[src/rtl/game_flow_ctrl_if.sv]
`default_nettype none
// ============================================================================
// Module   : game_flow_ctrl_if
// Brief    : Button/collision inputs and session outputs of the game-flow controller
// Revision : 1.0
// ============================================================================
interface game_flow_ctrl_if #(
  parameter int COUNT_STEPS = 3
);
  localparam int CNT_W = $clog2(COUNT_STEPS + 1);

  logic             play;
  logic             pause;
  logic             collide;
  logic             start_game;
  logic             paused;
  logic             game_over;
  logic [CNT_W-1:0] countdown;
  logic             new_game;

  modport master (
    output play, pause, collide,
    input  start_game, paused, game_over, countdown, new_game
  );

  modport slave (
    input  play, pause, collide,
    output start_game, paused, game_over, countdown, new_game
  );
endinterface
`default_nettype wire

[src/rtl/game_flow_ctrl.sv]
`default_nettype none
// ============================================================================
// Module   : game_flow_ctrl
// Brief    : Session FSM (IDLE/COUNTDOWN/PLAY/PAUSED/OVER); GAME_PAUSE_EN enables pause
// Revision : 1.0
// ============================================================================
module game_flow_ctrl #(
  parameter int TICK_DIV    = 25_000_000,
  parameter int COUNT_STEPS = 3,
  parameter int HOLD_TICKS  = 4
) (
  input  wire logic       clk,
  input  wire logic       reset,
  game_flow_ctrl_if.slave bus
);
  localparam int DIV_W  = (TICK_DIV > 1) ? $clog2(TICK_DIV) : 1;
  localparam int CNT_W  = $clog2(COUNT_STEPS + 1);
  localparam int HOLD_W = $clog2(HOLD_TICKS + 1);

  localparam logic [DIV_W-1:0]  c_DIV_LAST   = DIV_W'(TICK_DIV - 1);
  localparam logic [CNT_W-1:0]  c_COUNT_LOAD = CNT_W'(COUNT_STEPS);
  localparam logic [CNT_W-1:0]  c_COUNT_ONE  = CNT_W'(1);
  localparam logic [HOLD_W-1:0] c_HOLD_DONE  = HOLD_W'(HOLD_TICKS);

  typedef enum logic [2:0] {
    S_IDLE      = 3'd0,
    S_COUNTDOWN = 3'd1,
    S_PLAY      = 3'd2,
    S_PAUSED    = 3'd3,
    S_OVER      = 3'd4
  } state_t;

  state_t            r_state;
  logic [DIV_W-1:0]  r_div;
  logic [HOLD_W-1:0] r_hold;
  logic [CNT_W-1:0]  r_count;
  logic              r_play_prev;
  logic              r_start;
  logic              r_paused;
  logic              r_over;
  logic              r_new;

  logic w_tick;
  logic w_play_edge;
  logic w_pause_edge;

  assign w_tick      = (r_div == c_DIV_LAST);
  assign w_play_edge = bus.play & ~r_play_prev;

`ifdef GAME_PAUSE_EN
  // Prev flop resets high so a button held through reset yields no edge.
  logic r_pause_prev;

  always_ff @(posedge clk) begin
    if (reset) begin
      r_pause_prev <= 1'b1;
    end else begin
      r_pause_prev <= bus.pause;
    end
  end

  assign w_pause_edge = bus.pause & ~r_pause_prev;
`else
  logic w_unused_pause;

  assign w_unused_pause = bus.pause;
  assign w_pause_edge   = 1'b0;
`endif

  // Outputs are registered alongside the state so they appear with it.
  always_ff @(posedge clk) begin
    if (reset) begin
      r_state     <= S_IDLE;
      r_div       <= '0;
      r_hold      <= '0;
      r_count     <= '0;
      r_play_prev <= 1'b1;
      r_start     <= 1'b0;
      r_paused    <= 1'b0;
      r_over      <= 1'b0;
      r_new       <= 1'b0;
    end else begin
      r_play_prev <= bus.play;
      r_new       <= 1'b0;
      case (r_state)
        S_IDLE: begin
          r_div <= '0;
          if (w_play_edge) begin
            r_state <= S_COUNTDOWN;
            r_count <= c_COUNT_LOAD;
            r_new   <= 1'b1;
          end
        end

        S_COUNTDOWN: begin
          r_div <= w_tick ? '0 : r_div + 1'b1;
          if (w_tick) begin
            if (r_count == c_COUNT_ONE) begin
              r_state <= S_PLAY;
              r_count <= '0;
              r_start <= 1'b1;
            end else begin
              r_count <= r_count - 1'b1;
            end
          end
        end

        S_PLAY: begin
          r_div <= '0;
          if (bus.collide) begin
            r_state <= S_OVER;
            r_start <= 1'b0;
            r_over  <= 1'b1;
            r_hold  <= '0;
          end else if (w_pause_edge) begin
            r_state  <= S_PAUSED;
            r_start  <= 1'b0;
            r_paused <= 1'b1;
          end
        end

`ifdef GAME_PAUSE_EN
        S_PAUSED: begin
          r_div <= '0;
          if (w_pause_edge || w_play_edge) begin
            r_state  <= S_PLAY;
            r_paused <= 1'b0;
            r_start  <= 1'b1;
          end
        end
`endif

        S_OVER: begin
          // The hold must already be complete before the edge arrives.
          if ((r_hold == c_HOLD_DONE) && w_play_edge) begin
            r_state <= S_COUNTDOWN;
            r_over  <= 1'b0;
            r_count <= c_COUNT_LOAD;
            r_new   <= 1'b1;
            r_hold  <= '0;
            r_div   <= '0;
          end else begin
            r_div <= w_tick ? '0 : r_div + 1'b1;
            if (w_tick && (r_hold != c_HOLD_DONE)) begin
              r_hold <= r_hold + 1'b1;
            end
          end
        end

        default: begin
          r_state  <= S_IDLE;
          r_div    <= '0;
          r_hold   <= '0;
          r_count  <= '0;
          r_start  <= 1'b0;
          r_paused <= 1'b0;
          r_over   <= 1'b0;
        end
      endcase
    end
  end

  assign bus.start_game = r_start;
  assign bus.paused     = r_paused;
  assign bus.game_over  = r_over;
  assign bus.countdown  = r_count;
  assign bus.new_game   = r_new;

endmodule
`default_nettype wire

[src/flat_wrapper.sv]
// flat-port wrapper written by rule: the top's interface ports become plain ports
module game_flow_ctrl_flat 
#(
  parameter int TICK_DIV    = 25_000_000,
  parameter int COUNT_STEPS = 3,
  parameter int HOLD_TICKS  = 4
)
  (clk, reset, bus_play, bus_pause, bus_collide, bus_start_game, bus_paused, bus_game_over, bus_countdown, bus_new_game);
  game_flow_ctrl_if #(.COUNT_STEPS(COUNT_STEPS)) bus_i ();
  input  wire logic clk;
  input  wire logic reset;
  input wire logic [$bits(bus_i.play)-1:0] bus_play;
  input wire logic [$bits(bus_i.pause)-1:0] bus_pause;
  input wire logic [$bits(bus_i.collide)-1:0] bus_collide;
  output wire logic [$bits(bus_i.start_game)-1:0] bus_start_game;
  output wire logic [$bits(bus_i.paused)-1:0] bus_paused;
  output wire logic [$bits(bus_i.game_over)-1:0] bus_game_over;
  output wire logic [$bits(bus_i.countdown)-1:0] bus_countdown;
  output wire logic [$bits(bus_i.new_game)-1:0] bus_new_game;
  assign bus_i.play = bus_play;
  assign bus_i.pause = bus_pause;
  assign bus_i.collide = bus_collide;
  assign bus_start_game = bus_i.start_game;
  assign bus_paused = bus_i.paused;
  assign bus_game_over = bus_i.game_over;
  assign bus_countdown = bus_i.countdown;
  assign bus_new_game = bus_i.new_game;
  game_flow_ctrl #(.TICK_DIV(TICK_DIV), .COUNT_STEPS(COUNT_STEPS), .HOLD_TICKS(HOLD_TICKS)) u_core (.clk(clk), .reset(reset), .bus(bus_i));
endmodule
[config.mk]
export PLATFORM = sky130hd
export DESIGN_NAME = game_flow_ctrl_flat
export DESIGN_NICKNAME = d
export VERILOG_FILES = /design/src/rtl/game_flow_ctrl_if.sv /design/src/rtl/game_flow_ctrl.sv /design/src/flat_wrapper.sv
export SDC_FILE = /design/constraint.sdc
export NUM_CORES = 1
export LEC_CHECK = 0
export ABC_AREA = 1
export BUFFER_PORTS_ARGS = -buffer_cell sky130_fd_sc_hd__buf_2
export CORE_MARGIN = 2
export CORE_UTILIZATION = 45
export CTS_BUF_LIST = sky130_fd_sc_hd__clkbuf_4
export DETAILED_ROUTE_END_ITERATION = 7
export HOLD_SLACK_MARGIN = 0.12
export MAX_ROUTING_LAYER = met4
export PLACE_DENSITY = 0.62
export SKIP_LAST_GASP = 1
export SYNTH_ARGS = -nofsm -noshare
export SYNTH_HDL_FRONTEND = slang
export SYNTH_SLANG_ARGS = --single-unit
[constraint.sdc]
create_clock -name clk -period 2 [get_ports clk]
set_clock_uncertainty 0.05 [all_clocks]
set_input_delay 0.1 -clock clk [delete_from_list [all_inputs] [get_ports clk]]
set_output_delay 0.1 -clock clk [all_outputs]
set_load 0.01 [all_outputs]
; Word level (Yosys, flattened, before mapping)
; Index checks and enable logic that the tools add are counted.
[op_classes]
n_addsub = 3
mul = 0
n_div = 0
magnitude_cmp = 0
eq_ne = 13
shift = 0
muxes = 28
bitwise_logic = 5
reduce_logical = 10
[op_table]
columns = op, count
row1 = $mux W25, 2
row2 = $pmux W25 S2, 1
row3 = $add A25 B1 Y25 const B, 1
row4 = $eq A25 B25 Y1 const B, 1
row5 = $mux W3, 8
row6 = $pmux W3 S4, 1
row7 = $pmux W3 S3, 1
row8 = $mux W2, 4
row9 = $ne A2 B1 Y1 const B, 4
row10 = $pmux W2 S4, 1
row11 = $reduce_and A4 Y1, 2
row12 = $mux W1, 7
row13 = $eq A3 B3 Y1 const B, 2
row14 = $pmux W1 S3, 2
row15 = $reduce_and A3 Y1, 2
row16 = $reduce_and A5 Y1, 1
row17 = $not A1 Y1, 4
row18 = $reduce_or A2 Y1, 2
row19 = $add A3 B1 Y3 const B, 1
row20 = $eq A3 B1 Y1 const B, 1
row21 = $eq A3 B2 Y1 const B, 1
row22 = $logic_not A3 Y1, 1
row23 = $ne A3 B1 Y1 const B, 1
row24 = $ne A3 B3 Y1 const B, 1
row25 = 6 further kinds, 7
[totals]
reg_bits = 37
latchBits = 0
ramBits = 0
mem_bits_ro = 0
inputBits = 5
n_memories = 0

; Logic depth before layout (Yosys ltp)
; Gate-level depths: netlist of the first run.
[depth]
depth_word = 5
mapped_depth = 11

; Least setup slack after synthesis of the first run
; Ideal clock, no wire load.
[synth_timing]
path_kind = reg2reg
startpoint = reg u_core.r_div[0]
endpoint = reg u_core.r_div[5]
setup_time_ps = 127
t_arrival_ps = 1306
required_time_ps = 1823
path_slack_ps = 518
path_stages_with_launch = 12
n_path_buf = 1
synth_period_minus_slack_ps = 1482
cell_sequence = dfxtp_1 > ha_1 > nand2_1 > inv_1 > nand3_1 > nor2_2 > nand2_2 > nand2_4 > nand2_2 > nand2_4 > buf_6 > nor3_2
[synth_via]
elab_chain_len = 4
word_cells_on_any_way = 5
classes_between = add/sub: 1 / eq/ne: 1 / mux: 3
[synth_rtl]
columns = element, line_no
row1 = "start, declared", game_flow_ctrl.sv:34  ; logic [DIV_W-1:0] r_div;
row2 = "start signal, assigned", game_flow_ctrl.sv:96  ; r_div <= w_tick ? '0 : r_div + 1'b1;
row3 = "start signal, assigned", game_flow_ctrl.sv:143  ; r_div <= w_tick ? '0 : r_div + 1'b1;
row4 = $add A25 B1 Y25 or $eq A25 B25 Y1 (tied branches), "game_flow_ctrl.sv:96, game_flow_ctrl.sv:143, game_flow_ctrl.sv:47"
row5 = $mux W25 (*), "game_flow_ctrl.sv:96, game_flow_ctrl.sv:143"
row6 = $mux W25, game_flow_ctrl.sv:135  ; if ((r_hold == c_HOLD_DONE) && w_play_edge) begin
row7 = $pmux W25 S2 (*), game_flow_ctrl.sv:85  ; case (r_state)
; Mark *: on every way between the ends. The rest lies on a longest branch, timed or not.
; A chain may end at the register's enable or synchronous reset.

; Worst setup path in the final report of the first run
[layout_timing]
startpoint = reg u_core.r_div[0]
endpoint = reg u_core.r_div[24]
; Same word-level chain as after synthesis.

==> impl_metrics.csv, run 1 <==
group,metric,value,unit
yosys,synth_edf_count,0,
route,viasPerCell,4.77,
route,first_iter_violations,64,
status,status,"complete, no violations",
route,drt-pass1-iter-count,6,
clock_network,root_buffer,"clkbuf_4",
flow_run,drv_cap,0,
yosys,synth_flop_cell,"dfxtp_1",
placed_design,dp_slack,0.280,ns
clock_network,cts_max_path_buffers,2,
critical_path,crit_arrival,1.94,ns
die,start_util,0.472,
die,io_pins,11,
finish,area_growth_syn_to_layout,10.6,%
worst_hold_path,hold_path.class,"flip-flop to flip-flop",
critical_path,start_kind,"flip-flop",
route,vias,1633,
finish,nNetsFinal,300,
placed_design,dp_hpwl,2740,um
clock_network,h-tree-depth,2,
critical_path,regToRegSetupSlack,0.24,ns
clock_network,cts_resized,0,
timing,finalSetupTns,0,ns
timing,setup_violations,0,
finish,final_common_cell,"nor2_1",
grt,grtUsageMet2,0.269,
clock_network,post_cts_buffers,0,
timing,finalCritPeriodShare,0.880,
yosys,async_flop_share,0,
critical_path,worstPathMaxFanout,4,
yosys,synth_nets,283,
timing,finalWorstSetupSlack,0.241,ns
route,routedWlPerCell,10.7,um
yosys,syn_area_per_cell,7.00,um2
clock_network,cts_tree,"built",
grt,grt.met3_usage,0.0436,
clock_network,clk_pin_slew_worst_paths,0.11,ns
grt,grt_use_met1,0.209,
clock_network,cts_buffers,5,
yosys,ys_ff_latch,37,
route,drc,0,
timing,drv_slew,0,
pwr,p_per_area,859,mW/mm2
grt,grt_antenna_before_repair,0,
timing,hold_violations,0,
grt,grt_busiest_layer,"met2",
grt,grt-ovfl-total,0,
pwr,p_leak,0.795,nW
finish,fin_util,0.522,
grt,gr-usage-all-layers,0.170,
finish,drive_gt1_frac,0.134,
grt,grt_pass1_wl,6550,um
timing,fmax,0.568,GHz
die,dieArea,0.00480,mm2
critical_path,worstSetupPathType,"flip-flop to flip-flop",
finish,final_cell_mix,"63 x nor2_1, 45 x nand2_1, 37 x dfxtp_1, 31 x inv_1, 16 x nand3_1",
grt,first_global_vias,1508,
yosys,syn_area,0.00192,mm2
timing,layout_min_cycle_time,1.76,ns
finish,design_area,0.00212,mm2
yosys,synth_cells,274,
critical_path,cp-end-kind,"flip-flop",
timing,rsz0062_at_grt,"false",
die,die_w,69.3,um
die,core,0.00406,mm2
placed_design,postPlaceCellArea,0.00200,mm2
clock_network,clock_sinks,37,
die,die_h,69.3,um
die,placementRows,23,
yosys,synth_cell_types,27,
finish,insertedDiodeCount,0,
grt,grt_max_degree,24,
placed_design,port-buffer-count,8,
clock_network,clk_latency,0.34,ns
route,routed_wl,3660,um
placed_design,gp_congestion,0.854,
pwr,ir_drop,0.000484,V
yosys,yosysWarnings,0,
finish,fill_cells,429,
critical_path,crit_required,2.18,ns
yosys,ys_seq_area_frac,0.386,
route,ant_nets,0,
layer usage:
metal / vias to the layer above / routed length [um]
li1: 891 / -
met1: 720 / 1860
met2: 20 / 1670
met3: 2 / 108
met4: 0 / 21
met5: - / 0
flip-flops by register name, summed over array words and instances (netlist names):
name / count
u_core.bus.start_game: 1
u_core.r_hold: 3
u_core.r_play_prev: 1
u_core.r_div: 25
u_core.bus.countdown: 2
u_core.bus.game_over: 1
u_core.bus.new_game: 1
u_core.r_state: 3
critical path, stage by stage, from the launching register on:
cell and delay [ns]:
dfxtp_1 0.39, ha_1 0.20, nand3_1 0.14, nor2_2 0.17, nand3_1 0.12, nor2_2 0.18, nand3_1 0.15, nor3_1 0.17
nor2_1 0.07
metrics by stage:
step / total power [mW] / hold WS (ns) / cells
6_report: 1.82 / 0.419 / 342
2_1_floorplan: 1.23 / 0.157 / 274
3_5_place_dp: 1.32 / 0.254 / 330
4_1_cts: 1.84 / 0.426 / 342
5_1_grt: 1.97 / 0.451 / 342
3_3_place_gp: 1.31 / 0.253 / 330
layout make-up:
type	count	area, um2	area share
Clock buffer	6	45.0	0.0213
Tap cell	50	62.6	0.0295
Inverter	34	128	0.0602
Multi-Input combinational cell	199	1010	0.479
Clock inverter	2	33.8	0.0159
Sequential cell	37	741	0.349
Timing Repair Buffer	14	95.1	0.0449
synthesized netlist by cell type, drive strengths merged (3+ instances only):
cell type  instances  area [um2]
nor2              68         268
nand2             52         223
dfxtp             37         741
inv               34         128
nand3             18         100
nor3              15        90.1
xor2              11        96.3
a21oi              9        45.0
nand4              7        43.8
o21ai              6        33.8
ha                 4        50.1
xnor2              4        35.0
buf                3        30.0
final timing paths:
check / cells past startpoint / endpoint / startpoint
worst min-delay path: 1 / u_core.r_div[0] / u_core.r_div[0]
worst max-delay path: 8 / u_core.r_div[24] / u_core.r_div[0]
worst max register to register: 8 / u_core.r_div[24] / u_core.r_div[0]
worst min register to register: 1 / u_core.r_div[0] / u_core.r_div[0]
repair_timing:
item / in CTS / in global routing
hold buffers: 4 / 0
hold endpoints to repair: 7 / 0
endpoints found under the setup margin: 0 / 0
power breakdown:
part	switching, mW	internal [mW]	total (mW)
Sequential	0.0451	0.803	0.848
Combinational	0.296	0.156	0.452
Clock	0.246	0.274	0.520
kinds of logic after synthesis:
family | synth area share
simple gates | 0.384
buf+inv | 0.0842
flops | 0.386
compound gates | 0.0483
xor+xnor | 0.0685
fa+ha+maj | 0.0261
other cells | 0.00196
Note: power is estimated with default switching activity, not from simulation.
==> run 2, diff against run 1 <==
- ABC_AREA: 1 -> default
==> run 2 against run 1 <==
Compared with the run above:
- worst setup slack got worse by 0.16 ns
- via count decreased by 5.4%
- core utilization is 3.1 points higher
- total power is 33% lower
- sequential power is 12% lower
- global-route usage up 0.55 points
- die area down 3.7%
- routed wire length decreased by 1.2%
- hold slack better by 0.033 ns
- clock power shrank 25%
- count of clock-buffer cells in the layout did not move
==> impl_metrics.csv, run 2 <==
group,metric,value,unit
critical_path,crit_cells,8,
yosys,synth_nets,225,
worst_hold_path,hold_path.class,"flip-flop to flip-flop",
critical_path,worstPathMaxFanout,5,
pwr,p_per_area,552,mW/mm2
die,die_w,68.0,um
die,die_h,68.0,um
placed_design,gp_congestion,0.806,
critical_path,regToRegSetupSlack,0.08,ns
route,viasPerCell,5.29,
finish,drive_gt1_frac,0.244,
critical_path,crit_required,2.23,ns
grt,grt-ovfl-total,0,
pwr,p_leak,0.809,nW
status,status,"complete, no violations",
yosys,syn_area,0.00184,mm2
die,placementRows,23,
placed_design,dp_hpwl,2380,um
yosys,synth_cell_types,44,
critical_path,cp_num_buf_inv,2,
critical_path,cp_slowest_cell,"or4_4",
timing,layout_min_cycle_time,1.92,ns
finish,nNetsFinal,250,
critical_path,crit_start,"u_core.r_hold[1]",
grt,grt_pass1_wl,5930,um
worst_hold_path,holdPathStages,2,
finish,final_common_cell,"dfxtp_1",
finish,regMostFlops,"u_core.r_div",
timing,fmax,0.521,GHz
critical_path,start_kind,"flip-flop",
yosys,yosysWarnings,0,
die,io_pins,11,
yosys,async_flop_share,0,
clock_network,h-tree-depth,2,
timing,rsz0062_at_grt,"true",
die,core,0.00397,mm2
timing,hold_violations,0,
finish,area_growth_syn_to_layout,19.4,%
critical_path,cp-end-kind,"flip-flop",
route,routedWlPerCell,12.4,um
finish,insertedDiodeCount,0,
critical_path,reg2reg_to,"u_core.r_div[2]",
timing,finalSetupTns,0,ns
yosys,synth_flop_cell,"dfxtp_1",
critical_path,slowest_delay,0.49,ns
yosys,synthTopCellsByArea,"dfxtp_1 40%, xor2_1 7.6%, nor2_1 7.5%",
grt,grt_max_degree,22,
yosys,synth_commonest_cells,"37 x dfxtp_1, 37 x nor2_1, 16 x xor2_1, 15 x nand2_1",
yosys,syn_area_per_cell,8.52,um2
timing,setup_violations,0,
yosys,synth_edf_count,0,
clock_network,cts_max_path_buffers,2,
timing,whs,0.452,ns
critical_path,cpLargestDelayFamily,"simple AND/OR/NAND/NOR gates",
clock_network,cts_buffers,5,
placed_design,postPlaceCellArea,0.00197,mm2
clock_network,clk_pin_slew_worst_paths,0.11,ns
grt,gr-usage-all-layers,0.176,
route,first_iter_violations,64,
grt,first_global_vias,1354,
clock_network,clk_latency,0.34,ns
flow_run,drv_cap,0,
yosys,synth_top_area_cell,"dfxtp_1",
critical_path,regToRegStartpoint,"u_core.r_hold[1]",
critical_path,crit_path_end,"u_core.r_div[2]",
timing,drv_slew,0,
pwr,fin_total_pwr,1.21,mW
route,vias,1545,
critical_path,worstSetupPathType,"flip-flop to flip-flop",
clock_network,cts_tree,"built",
yosys,synth_cells,216,
route,drt-pass1-iter-count,4,
clock_network,root_buffer,"clkbuf_4",
critical_path,critical_path.cell_chain,"inv_2, ha_4, nand4b_1, nand2_1, mux2_4, or4_4, buf_4, nor2_2",
finish,reg_top3,"u_core.r_div x25, u_core.r_hold x3, u_core.r_state x3",
die,dieArea,0.00462,mm2
finish,design_area,0.00220,mm2
yosys,ys_seq_area_frac,0.402,
yosys,yosysTopAreaCellShare,0.402,
clock_network,clock_sinks,37,
critical_path,crit_arrival,2.15,ns
critical_path,ff2ff_path_depth,8,
timing,finalCritPeriodShare,0.960,
grt,grt_antenna_before_repair,0,
pwr,ir_drop,0.000437,V
yosys,ys_ff_latch,37,
route,drc,0,
finish,fin_util,0.554,
worst_hold_path,worstHoldStart,"u_core.bus.game_over",
route,routed_wl,3610,um
placed_design,port-buffer-count,8,
die,start_util,0.463,
route,ant_nets,0,
finish,largest_reg_flops,25,
finish,final_cell_mix,"32 x dfxtp_1, 29 x nor2_1, 16 x xor2_1, 15 x nand2_1, 15 x buf_4",
-- run 2: stage by stage --
stage	cells	setup WS (ns)
final	292	0.0800
after global routing	292	-0.00192
after CTS	287	0.0139
after detailed placement	275	-0.0630
after global placement	275	-0.0160
after floorplan	216	0.00548
-- run 2: how the worst min path moves through the flow --
stage | end | slack [ns]
final | u_core.bus.game_over | 0.45
after global routing | u_core.bus.start_game | 0.49
after CTS | u_core.r_state[1] | 0.45
after detailed placement | u_core.r_play_prev | 0.28
after global placement | u_core.r_play_prev | 0.28
after floorplan | u_core.r_play_prev | 0.16
-- run 2: layout make-up --
type,count,area [um2]
clock inverters,2,10.0
fillers,380,1770
repair buffers,31,274
multi-input cells,159,1030
flip-flops and latches,37,747
well taps,50,62.6
inverters,7,26.3
clock buffers,6,45.0
-- run 2: metal layers --
layer / global-route usage / part of all wire / vias up
met5: - / 0 / -
met4: 0.0750 / 0.017 / 0
met3: 0.0493 / 0.037 / 6
met2: 0.257 / 0.45 / 19
met1: 0.226 / 0.49 / 720
li1: - / - / 800
-- run 2: where the power goes --
group	total (mW)	switching (mW)	leakage (nW)	internal, mW
logic	0.0775	0.0391	0.473	0.0385
clock network	0.389	0.242	0.0354	0.148
registers	0.746	0.00349	0.301	0.743
-- run 2: what timing repair did --
item	in CTS	in global routing
hold endpoints to repair	4	0
buffers inserted	0	2
pin swaps	1	2
resized for setup	4	17
cloned	0	3
hold buffers	4	0
endpoints found under the setup margin	25	26
-- run 2: cell families after synthesis --
kind of cell    Yosys count  share of synthesized area
flops                    37                      0.402
compound gates           24                     0.0884
simple gates            106                      0.301
buf+inv                  20                     0.0632
mux                       1                    0.00612
fa+ha+maj                 4                     0.0272
xor+xnor                 23                      0.109
other cells               1                    0.00204
-- run 2: tightest hold or removal path: stages, from the launching register on --
cell	delay (ns)
dfxtp_1	0.34
a21oi_1	0.06
nor2_1	0.07
